File: src/rtl/conv_loop_sequencer.sv
// conv_loop_sequencer: nested r/c/i/j/out_chan loop generator with start/done handshake and pipeline drain.
module conv_loop_sequencer #(
  parameter int OUT_SIZE    = 2,
  parameter int K           = 3,
  parameter int OUT_CHANNEL = 1,
  parameter int PIPE_LAT    = 9
) (
  input  logic       clock_i,
  input  logic       resetn_i,
  input  logic       start_i,
  input  logic       stall_i,
  output logic       busy_o,
  output logic       done_o,
  output logic       iter_valid_o,
  output logic [3:0] r_o,
  output logic [3:0] c_o,
  output logic [3:0] i_o,
  output logic [3:0] j_o,
  output logic [1:0] out_chan_o,
  output logic       acc_clear_o,
  output logic       acc_last_o
);
  typedef enum logic [1:0] {IDLE, RUN, DRAIN, DONE} state_t;
  localparam int DW = PIPE_LAT > 2 ? $clog2(PIPE_LAT) : 1;
  localparam logic [DW-1:0] DRAIN_INIT = DW'(PIPE_LAT > 0 ? PIPE_LAT - 1 : 0);
  state_t state_q, state_d;
  logic [3:0] r_q, r_d, c_q, c_d, i_q, i_d, j_q, j_d;
  logic [1:0] oc_q, oc_d;
  logic [DW-1:0] cnt_q, cnt_d;
  logic adv, j_w, i_w, c_w, r_w, oc_w, cj, ci, cc, cr, co;
  assign j_w  = j_q == 4'(K - 1);
  assign i_w  = i_q == 4'(K - 1);
  assign c_w  = c_q == 4'(OUT_SIZE - 1);
  assign r_w  = r_q == 4'(OUT_SIZE - 1);
  assign oc_w = oc_q == 2'(OUT_CHANNEL - 1);
  // Carry chain: each index steps only when every inner index wraps.
  assign adv = state_q == RUN && !stall_i;
  assign cj  = adv && j_w;
  assign ci  = cj && i_w;
  assign cc  = ci && c_w;
  assign cr  = cc && r_w;
  assign co  = cr && oc_w;
  always_comb begin
    j_d  = adv ? (j_w ? '0 : j_q + 4'd1) : j_q;
    i_d  = cj ? (i_w ? '0 : i_q + 4'd1) : i_q;
    c_d  = ci ? (c_w ? '0 : c_q + 4'd1) : c_q;
    r_d  = cc ? (r_w ? '0 : r_q + 4'd1) : r_q;
    oc_d = cr ? (oc_w ? '0 : oc_q + 2'd1) : oc_q;
    cnt_d = co ? DRAIN_INIT : (state_q == DRAIN && cnt_q != '0) ? cnt_q - 1'b1 : cnt_q;
    state_d = state_q == IDLE  ? (start_i ? RUN : IDLE) :
              state_q == RUN   ? (co ? (PIPE_LAT == 0 ? DONE : DRAIN) : RUN) :
              state_q == DRAIN ? (cnt_q == '0 ? DONE : DRAIN) : IDLE;
  end
  always_ff @(posedge clock_i or negedge resetn_i) begin
    if (!resetn_i) begin
      state_q <= IDLE;
      r_q     <= '0;
      c_q     <= '0;
      i_q     <= '0;
      j_q     <= '0;
      oc_q    <= '0;
      cnt_q   <= '0;
    end else begin
      state_q <= state_d;
      r_q     <= r_d;
      c_q     <= c_d;
      i_q     <= i_d;
      j_q     <= j_d;
      oc_q    <= oc_d;
      cnt_q   <= cnt_d;
    end
  end
  assign busy_o       = state_q == RUN || state_q == DRAIN;
  assign done_o       = state_q == DONE;
  assign iter_valid_o = adv;
  assign r_o          = r_q;
  assign c_o          = c_q;
  assign i_o          = i_q;
  assign j_o          = j_q;
  assign out_chan_o   = oc_q;
  assign acc_clear_o  = adv && i_q == '0 && j_q == '0;
  assign acc_last_o   = adv && i_w && j_w;
endmodule

File: config.mk
export PLATFORM = sky130hd
export DESIGN_NAME = conv_loop_sequencer
export DESIGN_NICKNAME = d
export VERILOG_FILES = /design/src/rtl/conv_loop_sequencer.sv
export SDC_FILE = /design/constraint.sdc
export NUM_CORES = 1
export LEC_CHECK = 0
export ABC_AREA = 0
export BUFFER_PORTS_ARGS = -buffer_cell sky130_fd_sc_hd__buf_2
export CAP_MARGIN = 15
export CORE_MARGIN = 8
export CORE_UTILIZATION = 35
export DETAILED_ROUTE_END_ITERATION = 10
export SLEW_MARGIN = 20
export SYNTH_ARGS = -nofsm -noshare
export SYNTH_HDL_FRONTEND = slang
export SYNTH_SLANG_ARGS = --single-unit
File: constraint.sdc
create_clock -name clock_i -period 2.28 [get_ports clock_i]
set_input_delay 0.114 -clock clock_i [delete_from_list [all_inputs] [get_ports clock_i]]
set_output_delay 0.114 -clock clock_i [all_outputs]
set_load 0.02 [all_outputs]
==> results of run 1 <==
==> kinds of logic after synthesis <==
kind of cell             Yosys count
AO/OA/AOI/OAI                     12
adder cells (fa/ha/maj)            8
flip-flops                        24
AND/OR/NAND/NOR                   50
multiplexers                       3
XOR/XNOR                          14
buffers and inverters              9
==> synthesized netlist by cell type, drive strengths merged (3+ instances only) <==
cell / n / area share
mux2: 3 / 0.026
nand3: 8 / 0.035
nor2: 9 / 0.026
ha: 8 / 0.077
nand4: 4 / 0.024
o21ai: 8 / 0.031
dfrtp: 24 / 0.46
nand2: 10 / 0.029
inv: 7 / 0.020
a21oi: 3 / 0.012
xor2: 4 / 0.027
xnor2: 10 / 0.073
==> power by group through the flow <==
stage | combinational, mW | clock, mW | sequential, mW
2_1_floorplan | 0.229 | 0 | 0.650
3_3_place_gp | 0.397 | 0 | 0.597
3_5_place_dp | 0.404 | 0 | 0.602
4_1_cts | 0.409 | 0.299 | 0.593
5_1_grt | 0.441 | 0.315 | 0.609
6_report | 0.399 | 0.286 | 0.594
==> per-stage QoR <==
step | area, um2 | total power, mW | worst slack (ns) | cells
6_report | 1530 | 1.28 | 0.237 | 197
5_1_grt | 1530 | 1.36 | 0.0967 | 197
4_1_cts | 1530 | 1.30 | 0.218 | 197
3_5_place_dp | 1470 | 1.01 | 0.239 | 192
3_3_place_gp | 1470 | 0.994 | 0.331 | 192
2_1_floorplan | 1300 | 0.878 | 0.479 | 120
==> flip-flops by register name, summed over array words and instances (netlist names) <==
name,count
c_o,4
cnt_q,4
i_o,4
j_o,4
out_chan_o,2
r_o,4
state_q,2
==> worst paths after layout <==
| kind | from | endpoint | slack [ns] | cells past startpoint |
|---|---|---|---|---|
| hold reg to reg | r_o[3] | r_o[3] | 0.52 | 1 |
| hold / removal | start_i | state_q[0] | 0.11 | 3 |
| setup reg to reg | state_q[1] | out_chan_o[1] | 0.24 | 6 |
| setup / recovery | state_q[1] | out_chan_o[1] | 0.24 | 6 |
| min in group asynchronous | resetn_i | out_chan_o[1] | 0.35 | 2 |
| max in group asynchronous | resetn_i | j_o[1] | 1.56 | 2 |
==> final cells by class <==
class	count	area, um2	area share
multi-input combinational	87	652	0.425
sequential	24	601	0.392
timing repair buffer	27	140	0.0914
tap	48	60.1	0.0392
clock buffer	4	55.1	0.0359
inverter	7	26.3	0.0171
==> worst max-delay path, cell delays in order, from the launching register on <==
cell	delay, ns
dfrtp_1	0.40
inv_1	0.09
ha_1	0.20
nor3b_2	0.39
and4_1	0.41
nand3_2	0.11
mux2_1	0.33
==> routing by layer <==
layer | GRT usage | part of all wire
met3 | 0.0350 | 0.062
met4 | 0.0115 | 0.0024
met1 | 0.0951 | 0.41
met5 | 0 | 0
met2 | 0.155 | 0.52
==> impl_results.md, run 1 <==
* Xor/xnor share of the synthesized area at 0.100
* Commonest non-fill, non-tap cell in the layout: buf_2
* Pint at 809 uW
* PD cells at between 800 and 900 mW/mm2
* Seq cells post-synth at 24
* CTS max path bufs at 2
* Synth Instances at 120
* MaxCap Viol Count at 0
* Root buf cell: clkbuf_8
* P_sw at between 400 and 500 uW
* Drt first pass iters at 5
* Commonest non-fill, non-tap cells in the layout: 26 x buf_2, 24 x dfrtp_1, 10 x nand2_1
* Die ar. at slightly below 0.006 mm2
* Final hold violations at 0
* Achievable clock frequency at ~500 MHz
* Post-route DRC at 0
* Worst Path Arrival at ~2.2 ns
* Critical path class: register to register
* Vias at 960
* Min Tclk post-route at between 2 and 2.5 ns
* Outcome: completed
* Initial cell density of the core at 0.360
* Hold_buf cts at 1
* Initial antenna violation count at 0
* Number of global-route vias before repair at 944
* Global-route wire length before repair at 4.31 mm
* Post-DRT Antenna Nets at 0
* Average wire per standard cell at about 13 um
* Worst Path Max Fanout at 7
* Total track usage at 0.0867
* Initial DRC count at 46
* Flop pwr share at 0.464
* Clk slew on worst S/H paths at 0.08 ns
* FILL cells at ~360
* Port-buffer cells at 26
* Ys Warns at 0
* CP startpoint kind: register
* Routability congestion estimate at just over 0.7
* Ys flop type: dfrtp_1
* Post-CTS Setup Inserts at 0
* Clock Skew at approximately 0.0052 ns
* Syn Nets at roughly 130
* Clock power frac at 0.223
* Post-synthesis compound-gate area fraction at 0.0501
* # IOs at 27
* Mean area per synthesized cell at 10.8 um2
* Worst Tran Pin Value at 0.534 ns
* Setup TNS at 0 ns
* Syn-to-layout area delta at 18.2%
* Rel. slew slack at 0.644
* Die W at 76.9 um
* EDFF count, synth at 0
* Share of cells above drive strength 1 at 0.295
* Num Clock Sinks at 24
* Seq/Total Area, Yosys at 0.463
* TritonCTS clock tree: yes
* Final wirelength at between 2 and 3 mm
* Post-DP HPWL at 1.94 mm
* Grt total ovfl at 0
* Cell Area, Synth at 0.00130 mm2
* Period Utilization, post-route at 0.896
* Mux share of post-synthesis cell area at 0.0260
* Antenna Cells at 0
* Hold Worst Slack at 0.109 ns
* Area share of and/or/nand/nor cells after synthesis at 0.249
* Slew Limit Fails at 0
* Post_cts resized at 0
* Leakage power at approximately 0.75 nW
* RSZ-0062 raised after global routing: no
* Synth Area in Adders at 0.0771
* Util after Layout at 0.425
* # setup viols final at 0
* Largest family of logic cells by synthesized area: simple AND/OR/NAND/NOR gates
* Required time of the critical path at 2.43 ns
* Gate power share at 0.312
* Pin count of the biggest net entering global routing at 25
* Max IR drop VDD at around 0.37 mV
* Std-Cell Rows at 22
* Core Area at 0.00361 mm2
* CP Capture Type: register
* Net Sw Frac at 0.368
* FFs w/ async S/R, synth at 1.00
* Num CTS Buffers at 3
* HP Class: input port to register
* Final net count at approximately 160
* Distinct cells, synth at 32
* Chip height at slightly below 80 um
* Worst-Skew Late Latency at 0.27 ns
* # H-tree levels at 1
* Vias per cell at 4.87
No activity file was read; power rests on OpenSTA's default activity.
==> run 2, diff against run 1 <==
CORE_MARGIN = 3   (was 8)
==> run 2 against run 1 <==
Net effect:
- first-iteration DRC count down 57%
- clock power down 1%
- sequential share of layout area up 0.064 points
- largest power group unchanged
- highest routed layer is now met3
==> impl_results.md, run 2 (synthesized netlist as in run 1, its figures left out) <==
* Root buf cell: clkbuf_8
* # IOs at 27 (unchanged)
* # H-tree levels at 1 (unchanged)
* Commonest non-fill, non-tap cells in the layout: 26 x buf_2, 24 x dfrtp_1, 10 x nand2_1
* TritonCTS clock tree: yes
* Clk slew on worst S/H paths at 0.08 ns (about the same)
* Hold_buf cts at 1 (unchanged)
* RSZ-0062 raised after global routing: no
* # setup viols final at 0 (unchanged)
* Post-route DRC at 0 (unchanged)
* Setup TNS at 0 ns (unchanged)
* Post-CTS Setup Inserts at 0 (unchanged)
* Required time of the critical path at 2.43 ns (about the same)
* HP Class: input port to register
* Num Clock Sinks at 24 (unchanged)
* MaxCap Viol Count at 0 (unchanged)
* PD cells at 832 mW/mm2 (-0.16%)
* Die W at 66.9 um (-13%)
* Chip height at 66.9 um (-13%)
* Vias per cell at 4.83 (-0.97%)
* Max IR drop VDD at 0.665 mV (+80%)
* Share of cells above drive strength 1 at 0.295 (unchanged)
* Period Utilization, post-route at 0.886 (-0.0102)
* Multi-input gate area at 652 um2 (unchanged)
* Number of global-route vias before repair at 943 (-0.11%)
* Port-buffer cells at 26 (unchanged)
* Std-Cell Rows at 21 (-4.5%)
* Initial cell density of the core at 0.377 (+0.0171)
* Leakage power at 0.749 nW (unchanged)
* Finished Layout Cells at 195 (-1.0%)
* Final hold violations at 0 (unchanged)
* CP Capture Type: register
* Syn-to-layout area delta at 18.0%
* FILL cells at 322 (-11%)
* Routability congestion estimate at 0.772 (+8.7%)
* Final wirelength at 2.33 mm (-7.7%)
* Total track usage at 0.117 (+0.0305)
* Drt first pass iters at 4 (-1)
* Slew Limit Fails at 0 (unchanged)
* Total power at 1.27 mW (-0.32%)
* Core Area at 0.00344 mm2 (-4.5%)
* Critical path class: register to register
* CTS max path bufs at 2 (unchanged)
* Initial DRC count at 20 (-57%)
* Register area at 601 um2 (unchanged)
* Rel. slew slack at 0.644 (about the same)
* Grt total ovfl at 0 (unchanged)
* Final net count at 162 (unchanged)
* Clock Skew at 0.00355 ns (-0.00170 ns)
* Antenna Cells at 0 (unchanged)
* Post_cts resized at 0 (unchanged)
* Placed cells at 190 (-1.0%)
* Average wire per standard cell at 11.9 um (-6.7%)
* Initial antenna violation count at 0 (unchanged)
* Min Tclk post-route at 2.02 ns (-0.0233 ns)
* Achievable clock frequency at 495 MHz (+1.2%)
* Outcome: completed
* Post-DP HPWL at 1.76 mm (-9.2%)
* CP startpoint kind: register
* Global-route wire length before repair at 4.07 mm (-5.4%)
* Commonest non-fill, non-tap cell in the layout: buf_2
* Worst-Skew Late Latency at 0.26 ns (about the same)
* Worst Path Arrival at 2.17 ns (-0.03 ns)
* Vias at 941 (-2.0%)
* Die ar. at 0.00447 mm2 (-24%)
* Num CTS Buffers at 3 (unchanged)
* Worst Path Max Fanout at 7 (unchanged)
* Post-DRT Antenna Nets at 0 (unchanged)
* Pin count of the biggest net entering global routing at 25 (unchanged)
* Worst Tran Pin Value at 0.533 ns (-0.000593 ns)
## run 2: power by group
group          internal [mW]  leakage, nW  switching (mW)
combinational          0.164        0.417           0.231
clock                  0.154       0.0288           0.128
sequential             0.491        0.304           0.107
total                  0.808        0.749           0.467
## run 2: cell type report
| cell class | instances | share of cell area |
|---|---|---|
| clock buffer | 4 | 0.0359 |
| inverter | 7 | 0.0172 |
| multi-input combinational | 87 | 0.426 |
| sequential | 24 | 0.392 |
| tap | 46 | 0.0376 |
| timing repair buffer | 27 | 0.0915 |
## run 2: final timing paths
| kind | end | depth (start not counted) | slack, ns | start |
|---|---|---|---|---|
| max | out_chan_o[0] | 6 | 0.26 | state_q[1] |
| min | state_q[0] | 3 | 0.13 | start_i |
| max reg2reg | out_chan_o[0] | 6 | 0.26 | state_q[1] |
| min reg2reg | cnt_q[3] | 2 | 0.52 | cnt_q[3] |
| max in group asynchronous | c_o[1] | 2 | 1.55 | resetn_i |
| min in group asynchronous | cnt_q[0] | 2 | 0.37 | resetn_i |
## run 2: worst max-delay path, stage by stage (launching register included)
cell	delay, ns
dfrtp_1	0.41
inv_1	0.09
ha_1	0.19
nor3b_2	0.38
and4_1	0.41
nand3_2	0.12
mux2_1	0.32
## run 2: per-stage QoR
stage          hold WS [ns]  worst slack [ns]   util  cell area [um2]
6_report              0.125             0.260  0.445             1530
5_1_grt               0.129            0.0577  0.445             1530
4_1_cts               0.127             0.248  0.445             1530
3_5_place_dp          0.135             0.263  0.426             1470
3_3_place_gp          0.124             0.346  0.426             1470
2_1_floorplan        -0.182             0.479      -             1300
## run 2: routing by layer
layer	vias to the layer above	share of wire	GRT usage
li1	467	-	-
met1	453	0.46	0.155
met2	21	0.49	0.196
met3	0	0.051	0.0219
met4	0	0	0.0304
met5	-	0	0
==> run 3, diff against run 2 <==
clock period = 1.95 ns   (was 2.28 ns; I/O delays follow)
==> run 3 against run 2 <==
Net effect:
- worst hold slack worse by 0.027 ns
- sequential power up 17%
- critical path type is now register to output pin
- clock power up 20%
- sequential cell count unchanged
- sequential share of layout area down 1.3 points
- highest routed layer unchanged
- combinational power up 33%
- register-to-register slack worse by 0.11 ns
- non-clock buffer count up 3
- largest cell class unchanged
==> impl_results.md, run 3 (synthesized netlist as in run 1, its figures left out) <==
* Final net count at 165 (+1.9%)
* Num Clock Sinks at 24 (unchanged)
* Worst Path Arrival at 1.72 ns (-0.45 ns)
* CTS max path bufs at 2 (unchanged)
* Gate power share at 0.336 (+0.026)
* Reg2Reg Launch Point: state_q[1]
* Required time of the critical path at 1.85 ns (-0.58 ns)
* Pint at 988 uW (+22%)
* Routability congestion estimate at 0.748 (-3.1%)
* Port-buffer cells at 26 (unchanged)
* # setup viols final at 0 (unchanged)
* P_sw at 575 uW (+23%)
* Initial antenna violation count at 0 (unchanged)
* Post-CTS Setup Inserts at 0 (unchanged)
* Worst setup path end: acc_clear_o
* MaxCap Viol Count at 0 (unchanged)
* Flop pwr share at 0.449 (-0.020)
* R2R cell count at 6 (unchanged)
* R2r setup slk at 0.15 ns (-0.11 ns)
* # H-tree levels at 1 (unchanged)
* Final wirelength at 2.32 mm (-0.26%)
* RR Endpoint: out_chan_o[1]
* Period Utilization, post-route at 0.931
* Initial DRC count at 19 (-5.0%)
* Num CTS Buffers at 3 (unchanged)
* # IOs at 27 (unchanged)
* Share of cells above drive strength 1 at 0.329 (+0.0336)
* Drt first pass iters at 4 (unchanged)
* Root buf cell: clkbuf_8
* Clock power frac at 0.215 (-0.006)
* Die ar. at 0.00447 mm2 (unchanged)
* CP startpoint kind: register
* Worst Path Max Fanout at 5 (-2)
* Post-route DRC at 0 (unchanged)
* Vias per cell at 4.72 (-2.1%)
* Max IR drop VDD at 0.625 mV (-6.2%)
* Achievable clock frequency at 551 MHz
* Chip height at 66.9 um (unchanged)
* Average wire per standard cell at 11.7 um (-1.8%)
* PD cells at 987 mW/mm2 (+19%)
* Worst Tran Pin Value at 0.531 ns (-0.00229 ns)
* Global-route wire length before repair at 4.11 mm (+1.0%)
* Total track usage at 0.116 (-0.000708)
* Placed cells at 193 (+1.6%)
* HP Class: input port to register
* Vias at 935 (-0.64%)
* Core Area at 0.00344 mm2 (unchanged)
* TritonCTS clock tree: yes
* Post-DP HPWL at 1.78 mm (+1.2%)
* Commonest non-fill, non-tap cell in the layout: buf_2
* Finished Layout Cells at 198 (+1.5%)
* Worst-Skew Late Latency at 0.26 ns (about the same)
* Syn-to-layout area delta at 22.1%
* RSZ-0062 raised after global routing: no
* Slew Limit Fails at 0 (unchanged)
* Leakage power at 0.770 nW (+2.8%)
* Grt total ovfl at 0 (unchanged)
* Outcome: completed
* Crit. Startpoint: state_q[1]
* Min Tclk post-route at 1.82 ns
* Initial cell density of the core at 0.377 (unchanged)
* Setup TNS at 0 ns (unchanged)
* Std-Cell Rows at 21 (unchanged)
* Clock Skew at 0.00348 ns (-0.0000675 ns)
* Pin count of the biggest net entering global routing at 25 (unchanged)
* Commonest non-fill, non-tap cells in the layout: 26 x buf_2, 24 x dfrtp_1, 10 x nand2_1
* Net Sw Frac at 0.368 (+0.00195)
* Final hold violations at 0 (unchanged)
* Antenna Cells at 0 (unchanged)
* Critical path class: register to output pin
* Number of global-route vias before repair at 949 (+0.64%)
* Clk slew on worst S/H paths at 0.08 ns (about the same)
* CP Capture Type: output pin
* Post-DRT Antenna Nets at 0 (unchanged)
* Rel. slew slack at 0.646 (+0.00153)
* Die W at 66.9 um (unchanged)
==> run 3: cell type report <==
| type | count | area (um2) |
|---|---|---|
| multi-input combinational | 87 | 678 |
| sequential | 24 | 601 |
| inverter | 7 | 26.3 |
| tap | 46 | 57.6 |
| fill | 339 | 1860 |
| timing repair buffer | 30 | 166 |
| clock buffer | 4 | 55.1 |
==> run 3: worst min path at each step <==
| stage | start | to | slack (ns) | depth (start not counted) |
|---|---|---|---|---|
| finish | start_i | state_q[0] | 0.1 | 3 |
| global route | start_i | state_q[0] | 0.14 | 3 |
| CTS | start_i | state_q[0] | 0.1 | 3 |
| detailed placement | resetn_i | cnt_q[0] | 0.12 | 1 |
| global placement | resetn_i | cnt_q[0] | 0.11 | 1 |
| floorplan | resetn_i | c_o[0] | -0.20 | 0 |
==> run 3: worst max-delay path: stages (launching register included) <==
cell and delay [ns]:
dfrtp_1 0.41, inv_1 0.12, ha_4 0.15, nor3b_4 0.23, buf_6 0.14, nand3_1 0.08, nor4_2 0.13, buf_2 0.20
==> run 3: through the flow <==
stage	util	setup slack [ns]	hold slack, ns	instance area (um2)	power, mW
global placement	0.433	0.168	0.113	1490	1.19
global route	0.460	0.0155	0.141	1580	1.66
detailed placement	0.433	0.104	0.121	1490	1.20
CTS	0.451	0.0212	0.0983	1550	1.55
finish	0.460	0.134	0.0980	1580	1.56
floorplan	-	0.149	-0.198	1300	1.03
==> run 3: layer usage <==
layer,track usage,vias to the layer above,routed length (um)
li1,-,468,-
met1,0.165,448,1180
met2,0.186,19,1040
met3,0.0202,0,97
met4,0.0228,0,0
met5,0,-,0
==> run 3: timing repair <==
| item | CTS | global route |
|---|---|---|
| endpoints found under the hold margin | 24 | 0 |
| hold buffers | 1 | 0 |
| resized for setup | 0 | 6 |
| setup endpoints to repair | 0 | 6 |
==> run 3: power by group through the flow <==
stage          logic (mW)  registers (mW)  clock network (mW)
2_1_floorplan       0.268           0.760                   0
3_3_place_gp        0.494           0.695                   0
3_5_place_dp        0.502           0.700                   0
4_1_cts             0.508           0.690               0.347
5_1_grt             0.580           0.721               0.362
6_report            0.525           0.702               0.337
